$ cat src/rtl/perf_pkg.sv
// Shared definitions for the performance-counter bank: event channel
// assignments for the RV32IM pipeline and the default channel count.
package perf_pkg;

    typedef enum logic [1:0] {
        PERF_BR_HIT  = 2'd0,
        PERF_BR_MISS = 2'd1,
        PERF_IC_MISS = 2'd2,
        PERF_DC_MISS = 2'd3
    } perf_event_e;

    localparam int PERF_N_CH_DEFAULT = 4;

endpackage

$ cat src/rtl/perf_counter_cell.sv
// One counter channel: live count, windowed shadow copy and sticky overflow.
// PERF_CNT_SATURATE_EN selects saturating counters; otherwise they wrap.
module perf_counter_cell #(
    parameter int CNT_W = 32
) (
    input  logic             clk,
    input  logic             rst_n,
    input  logic             clr,
    input  logic             inc,
    input  logic             snap,
    output logic [CNT_W-1:0] live,
    output logic [CNT_W-1:0] shadow,
    output logic             ovf
);

    // MSB of the result flags an overflow event, low bits are the next count
    function automatic logic [CNT_W:0] bump(input logic [CNT_W-1:0] v);
`ifdef PERF_CNT_SATURATE_EN
        if (&v) return {1'b1, v};
        return {1'b0, v + CNT_W'(1)};
`else
        return {1'b0, v} + (CNT_W+1)'(1);
`endif
    endfunction

    logic [CNT_W:0]   bumped;
    logic [CNT_W-1:0] live_nxt;

    always_comb begin
        bumped   = bump(live);
        live_nxt = inc ? bumped[CNT_W-1:0] : live;
    end

    always_ff @(posedge clk or negedge rst_n) begin
        if (!rst_n) begin
            live   <= '0;
            shadow <= '0;
            ovf    <= 1'b0;
        end else begin
            if (clr) begin
                live <= '0;
                ovf  <= 1'b0;
            end else begin
                live <= live_nxt;
                if (inc && bumped[CNT_W]) ovf <= 1'b1;
            end
            // snap is already gated by clr at the top level
            if (snap) shadow <= live_nxt;
        end
    end

endmodule

$ cat src/rtl/perf_counter_bank.sv
// N_CH-channel performance-counter bank with windowed snapshots and a
// registered read port. Optional macro: PERF_CNT_SATURATE_EN (saturating counters).
module perf_counter_bank
    import perf_pkg::*;
#(
    parameter  int N_CH   = PERF_N_CH_DEFAULT,
    parameter  int CNT_W  = 32,
    parameter  int WINDOW = 1024,
    localparam int SEL_W  = $clog2(N_CH) + 1
) (
    input  logic             clk,
    input  logic             rst_n,
    input  logic [N_CH-1:0]  event_i,
    input  logic             cpu_stall,
    input  logic             halt,
    input  logic             clr,
    input  logic             rd_en,
    input  logic [SEL_W-1:0] rd_sel,
    output logic [CNT_W-1:0] rd_data,
    output logic             rd_valid,
    output logic [N_CH-1:0]  ovf,
    output logic             snap_valid
);

    localparam int WIN_W = (WINDOW > 1) ? $clog2(WINDOW) : 1;

    logic             en;
    logic             win_term;
    logic             snap;
    logic [WIN_W-1:0] win_cnt;
    logic [CNT_W-1:0] live   [N_CH];
    logic [CNT_W-1:0] shadow [N_CH];
    logic [SEL_W-1:0] ch_sel;
    logic [CNT_W-1:0] rd_mux;

    assign en = ~halt & ~cpu_stall;

    generate
        if (WINDOW == 0) begin : g_no_window
            assign win_term = 1'b0;
        end else begin : g_window
            assign win_term = (win_cnt == WIN_W'(WINDOW - 1));
        end
    endgenerate

    // clr outranks the snapshot so a cleared window never publishes
    assign snap = en & win_term & ~clr;

    always_ff @(posedge clk or negedge rst_n) begin
        if (!rst_n) begin
            win_cnt    <= '0;
            snap_valid <= 1'b0;
        end else begin
            snap_valid <= snap;
            if (clr)           win_cnt <= '0;
            else if (en)       win_cnt <= win_term ? '0 : win_cnt + WIN_W'(1);
        end
    end

    generate
        for (genvar c = 0; c < N_CH; c++) begin : g_ch
            perf_counter_cell #(
                .CNT_W(CNT_W)
            ) u_cell (
                .clk    (clk),
                .rst_n  (rst_n),
                .clr    (clr),
                .inc    (en & event_i[c]),
                .snap   (snap),
                .live   (live[c]),
                .shadow (shadow[c]),
                .ovf    (ovf[c])
            );
        end
    endgenerate

    // MSB picks shadow vs live; unmatched channel indices read as zero
    always_comb begin
        ch_sel            = rd_sel;
        ch_sel[SEL_W-1]   = 1'b0;
        rd_mux            = '0;
        for (int c = 0; c < N_CH; c++) begin
            if (ch_sel == SEL_W'(c)) rd_mux = rd_sel[SEL_W-1] ? shadow[c] : live[c];
        end
    end

    // Read stage: data sampled before this cycle's counter update
    always_ff @(posedge clk or negedge rst_n) begin
        if (!rst_n) begin
            rd_data  <= '0;
            rd_valid <= 1'b0;
        end else begin
            rd_valid <= rd_en;
            if (rd_en) rd_data <= rd_mux;
        end
    end

endmodule

$ cat config.mk
export PLATFORM = sky130hd
export DESIGN_NAME = perf_counter_bank
export DESIGN_NICKNAME = d
export VERILOG_FILES = /design/src/rtl/perf_pkg.sv /design/src/rtl/perf_counter_cell.sv /design/src/rtl/perf_counter_bank.sv
export SDC_FILE = /design/constraint.sdc
export NUM_CORES = 1
export LEC_CHECK = 0
export ABC_AREA = 1
export CAP_MARGIN = 0
export CORE_MARGIN = 3
export CORE_UTILIZATION = 35
export DETAILED_ROUTE_END_ITERATION = 8
export SLEW_MARGIN = 0
export SYNTH_ARGS = -nofsm -noshare
export SYNTH_HDL_FRONTEND = slang
export SYNTH_SLANG_ARGS = --single-unit
export TNS_END_PERCENT = 10
$ cat constraint.sdc
create_clock -name clk -period 2 [get_ports clk]
set_input_delay 0.4 -clock clk [delete_from_list [all_inputs] [get_ports clk]]
set_output_delay 0.4 -clock clk [all_outputs]
set_load 0.02 [all_outputs]
* Word-level counts from Yosys, hierarchy flattened *
Index checks and enable logic that the tools add are counted.

word-level totals
  register bits = 304
  input bits = 13
  output and inout port bits = 38
  logic and storage cells = 72

cells by class
  $add $sub $neg = 5
  eq/ne operators = 4
  muxes and demuxes = 27
  bitwise operators = 10
  reductions and logical operators = 10

operators by type and width
  cell                                                                    count
  32-bit 2-to-1 mux                                                       16
  32-bit by 1-bit adder with 33-bit output (second input constant)        4
  10-bit 2-to-1 mux                                                       3
  10-bit by 1-bit adder with 10-bit output (second input constant)        1
  10-bit equality test (second input constant)                            1
  2-bit nonzero test                                                      5
  1-bit 2-to-1 mux                                                        8
  1-bit bitwise AND                                                       7
  2-bit equality test (second input constant)                             2
  1-bit logical AND                                                       4
  1-bit inverter                                                          3
  2-bit by 1-bit equality test with 1-bit output (second input constant)  1
  2-bit logical NOT                                                       1

* Logic depth before layout (Yosys ltp) *
  depth in word-level cells = 6
  mapped depth = 11
  depth with buffers taken out = 10

* Hierarchy *
A second synthesis with hierarchy kept.

unflattened totals
  cell total of the unflattened synthesis = 2589
  area, all modules = 17849.6 sq um

modules (own cells, without submodules)
  module             times used  cells each  area each (sq um)  sequential area each (sq um)
  perf_counter_cell  4           435         3359.5             1626.6
  perf_counter_bank  1           849         4411.7             1101.1

* Worst setup path after synthesis *
OpenSTA, ideal clock, no wires.

  kind = flip-flop to flip-flop
  start point = register win_cnt[0]
  end point = register g_ch[0].u_cell.shadow[13]
  library setup time = 126 ps
  arrival time = 1473 ps
  required time = 1874 ps
  slack = 401 ps
  cell stages (with the launch flop) = 10
  path buffers = 1
  period minus slack after synthesis = 1599 ps
  path through = dfrtp_1 -> ha_1 -> nand2_2 -> nor2_4 -> nand3_2 -> nor2_2 -> nand2_1 -> nor3_4 -> buf_6 -> o21ai_0

on the way
  word-level cells in the longest chain between the ends = 3

RTL lines
  what                             RTL line                 text
  from (decl)                      perf_counter_bank.sv:30  logic [WIN_W-1:0] win_cnt;
  from (signal assigned)           perf_counter_bank.sv:56  else if (en) win_cnt <= win_term ? '0 : win_cnt + WIN_W'(1);
  10-bit equality test             perf_counter_bank.sv:42  assign win_term = (win_cnt == WIN_W'(WINDOW - 1));
  1-bit bitwise AND (2 in series)  perf_counter_bank.sv:47  assign snap = en & win_term & ~clr;
  to (signal assigned)             perf_counter_cell.sv:48  if (snap) shadow <= live_nxt;
  to (decl)                        perf_counter_cell.sv:12  output logic [CNT_W-1:0] shadow,

No other way between the ends.
A chain may end at the register's enable or synchronous reset.

* Worst setup path after layout *
  start point = register rd_data[8]
  end point = output rd_data[8]

RTL lines
  what                    RTL line                 text
  from (decl)             perf_counter_bank.sv:19  output logic [CNT_W-1:0] rd_data,
  from (signal assigned)  perf_counter_bank.sv:94  if (rd_en) rd_data <= rd_mux;

No word-level cell between the ends.

==> impl_metrics.yaml <==
global_routing:
  antenna_found_initial: 0
  grt_pass1_vias: 14974
  grtUsageTotal: 0.219
  grt_max_degree: 90
  grt_pass1_wl_um: 85400
  grt_overflow: 0
synth:
  synthFlopType: "dfrtp_1"
  synth_top_area_cell: "dfrtp_1"
  synthTopCellsByArea: "dfrtp_1 47%, nand2_1 13%, nor2_1 7.9%, o21ai_0 5.5%, inv_1 4.6%"
  ys_ff_latch: 304
  synthCells: 2192
  netlist_area_sq_um: 16400
  synth_top_area_share: 0.465
  ys_warn_count: 0
  async_flop_share: 1.00
  yosys.cell_types.count: 46
  syn_area_per_cell_sq_um: 7.46
  syn_nets: 2210
  synth_edf_count: 0
  yosysSeqAreaShare: 0.465
power:
  power_mw: 14.2
  p_leak_nw: 9.14
  powerDensity_nw_per_um2: 717
  peakVddDrop_v: 0.000574
drt:
  routed_wl_um: 53900
  dr.pass1.iters: 6
  avgViaCountPerCell: 5.13
  wl_per_cell_um: 18.2
  drcViolationCount: 0
  route.vias.total: 15189
  ant_nets: 0
  drtIter0Drc: 1075
clocking:
  clk_pin_slew_ns: 0.06
  clockBufferDepth: 3
  clock_tree.root_cell: "clkbuf_16"
  htreeDepth: 2
  cts_buffers: 36
  cts_tree: "yes"
  cts.sinks: 304
  clk_latency_ns: 0.55
setup_path:
  worstSetupEndpointType: "output port"
  cpLargestDelayFamily: "buffers and inverters"
  crit_slowest_cell: "clkdlybuf4s50_1"
  worst-path-buf-inv: 1
  crit_chain: "clkdlybuf4s50_1"
  cp-startpoint: "rd_data[8]"
  cp_max_fo: 2
  path_class: "register to output port"
  critPathMaxStageDelay_ns: 0.63
  worst_ep_arrival_time_ns: 1.57
  cp-start-kind: "register"
  cp_data_required_time_ns: 1.60
  r2r_start: "g_ch[2].u_cell.live[0]"
final_layout:
  fin_util: 0.433
  nets: 2355
  drive_gt1_frac: 0.103
  area_growth_pct: 21.2
floorplanning:
  start_util: 0.357
  fp.dieW_um: 222
  ioPinCount: 51
  die_area_sq_um: 49300
  row_count: 78
  design.core.area_sq_um: 45800
  fp.dieH_um: 222
sta:
  rsz0062_at_grt: "false"
  hold_viol_final: 0
  report.final.slew_viol_count: 0
  fin_worst_skew_ns: 0.0243
  fin_crit_ns: 1.97
  relSlewSlack: 0.487
  setup-violations-final: 0
  tightest_slew_ns: 0.762
  fin_crit_sh: 0.987
  fmax_mhz: 506
hold_path:
  min_from: "rd_en"
  hp-class: "primary input to register"
job:
  maxCapViolCount: 0
place:
  gp_congestion: 0.929
  place.detailed.hpwl_um: 38900
  port_buffers: 50
status:
  outcome: "complete, no violations"
==> registers in the layout, indices dropped and copies added (netlist names) <==
signal and flops:
g_ch.u_cell.live 128, g_ch.u_cell.shadow 128, rd_data 32, win_cnt 10, g_ch.u_cell.ovf 4, rd_valid 1
snap_valid 1
==> cell usage after synthesis (11+ instances only) <==
cell      count
dfrtp_1     304
nand4_1      48
buf_2        19
nor2_1      345
nand2_1     560
nand3_1     130
o21ai_0     180
o22a_1       20
nor2_2       11
clkbuf_1     49
inv_1       202
nor3_1       25
a21oi_1      91
buf_1        14
o211ai_1     25
xor2_1       55
o21ai_1      18
and2_1       14
==> cell families (layout without fill, tap and decap cells) <==
| group | Yosys count | in the layout | synth area share |
|---|---|---|---|
| XOR/XNOR | 63 | 63 | 0.0337 |
| buffers and inverters | 296 | 464 | 0.0722 |
| flip-flops | 304 | 304 | 0.465 |
| other | 0 | 1 | 0 |
| multiplexers | 4 | 4 | 0.00245 |
| AND/OR/NAND/NOR | 1165 | 1165 | 0.302 |
| adder cells (fa/ha/maj) | 5 | 5 | 0.00383 |
| AO/OA/AOI/OAI | 355 | 355 | 0.120 |
==> cells in the final DEF (no fill, tap or decap), types with 3 or more instances in the layout <==
cell type        count
mux2i_1              4
nor2_4              10
xnor2_1              8
o21ai_1             19
a21oi_1             91
nand2_2              6
o22ai_1              7
dfrtp_1            304
nor3_1              25
buf_4              123
nand4_1             48
inv_1              202
o32ai_1              3
clkdlybuf4s50_1     39
clkbuf_8             9
dlygate4sd2_1        7
nand2_1            560
o221ai_1             4
nand3_1            130
nor2_1             344
o22a_1              20
o21ai_0            179
buf_12              25
bufinv_16            3
ha_1                 4
nor2_2              10
nand3b_1             4
xor2_1              55
clkbuf_1             7
clkbuf_16           37
clkinv_2             5
o211ai_1            25
and2_1              14
==> per-stage QoR <==
step / area [sq um] / hold slack (ns) / worst slack (ns) / cells / TNS (ns)
after CTS: 19800 / 0.322 / 0.0123 / 2959 / 0
after global placement: 18600 / 0.415 / -0.532 / 2897 / -39.98
after floorplan: 16400 / 0.104 / 0.401 / 2192 / 0
after detailed placement: 18600 / 0.417 / -0.529 / 2897 / -41.42
after global routing: 19800 / 0.328 / 0.00229 / 2960 / 0
final: 19800 / 0.347 / 0.0254 / 2961 / 0
==> power breakdown <==
part	internal [mW]	switching (mW)
registers	6.24	0.0837
logic	0.425	0.741
clock network	4.09	2.63
==> layout make-up <==
| class | instances | area [sq um] |
|---|---|---|
| multi-input combinational | 1592 | 7580 |
| clock inverter | 8 | 115 |
| antenna | 1 | 2.50 |
| clock buffer | 53 | 1080 |
| fill | 4601 | 26000 |
| timing repair buffer | 197 | 1910 |
| inverter | 206 | 778 |
| tap | 600 | 751 |
| sequential | 304 | 7610 |
==> worst paths after layout <==
kind	end	slack [ns]	cells past startpoint
worst max-delay path	rd_data[8]	0.03	1
worst min-delay path	rd_valid	0.35	2
min in group asynchronous	g_ch[1].u_cell.shadow[0]	0.44	2
worst max register to register	g_ch[2].u_cell.live[22]	0.18	8
max in group asynchronous	g_ch[3].u_cell.shadow[1]	0.87	3
worst min register to register	g_ch[3].u_cell.shadow[26]	0.47	2
==> metal layers <==
layer  global-route usage  part of all wire
met5                    0                 0
met4               0.0776             0.033
met3               0.0380             0.058
met2                0.349              0.46
met1                0.300              0.45
==> timing repair <==
item	in CTS	in global routing
endpoints found under the setup margin	7	35
hold endpoints to repair	43	0
pin swaps	0	1
resized for setup	7	4
setup buffers	0	1
hold buffers	1	0
cloned	0	0
Power figures use the tool's default switching activity.
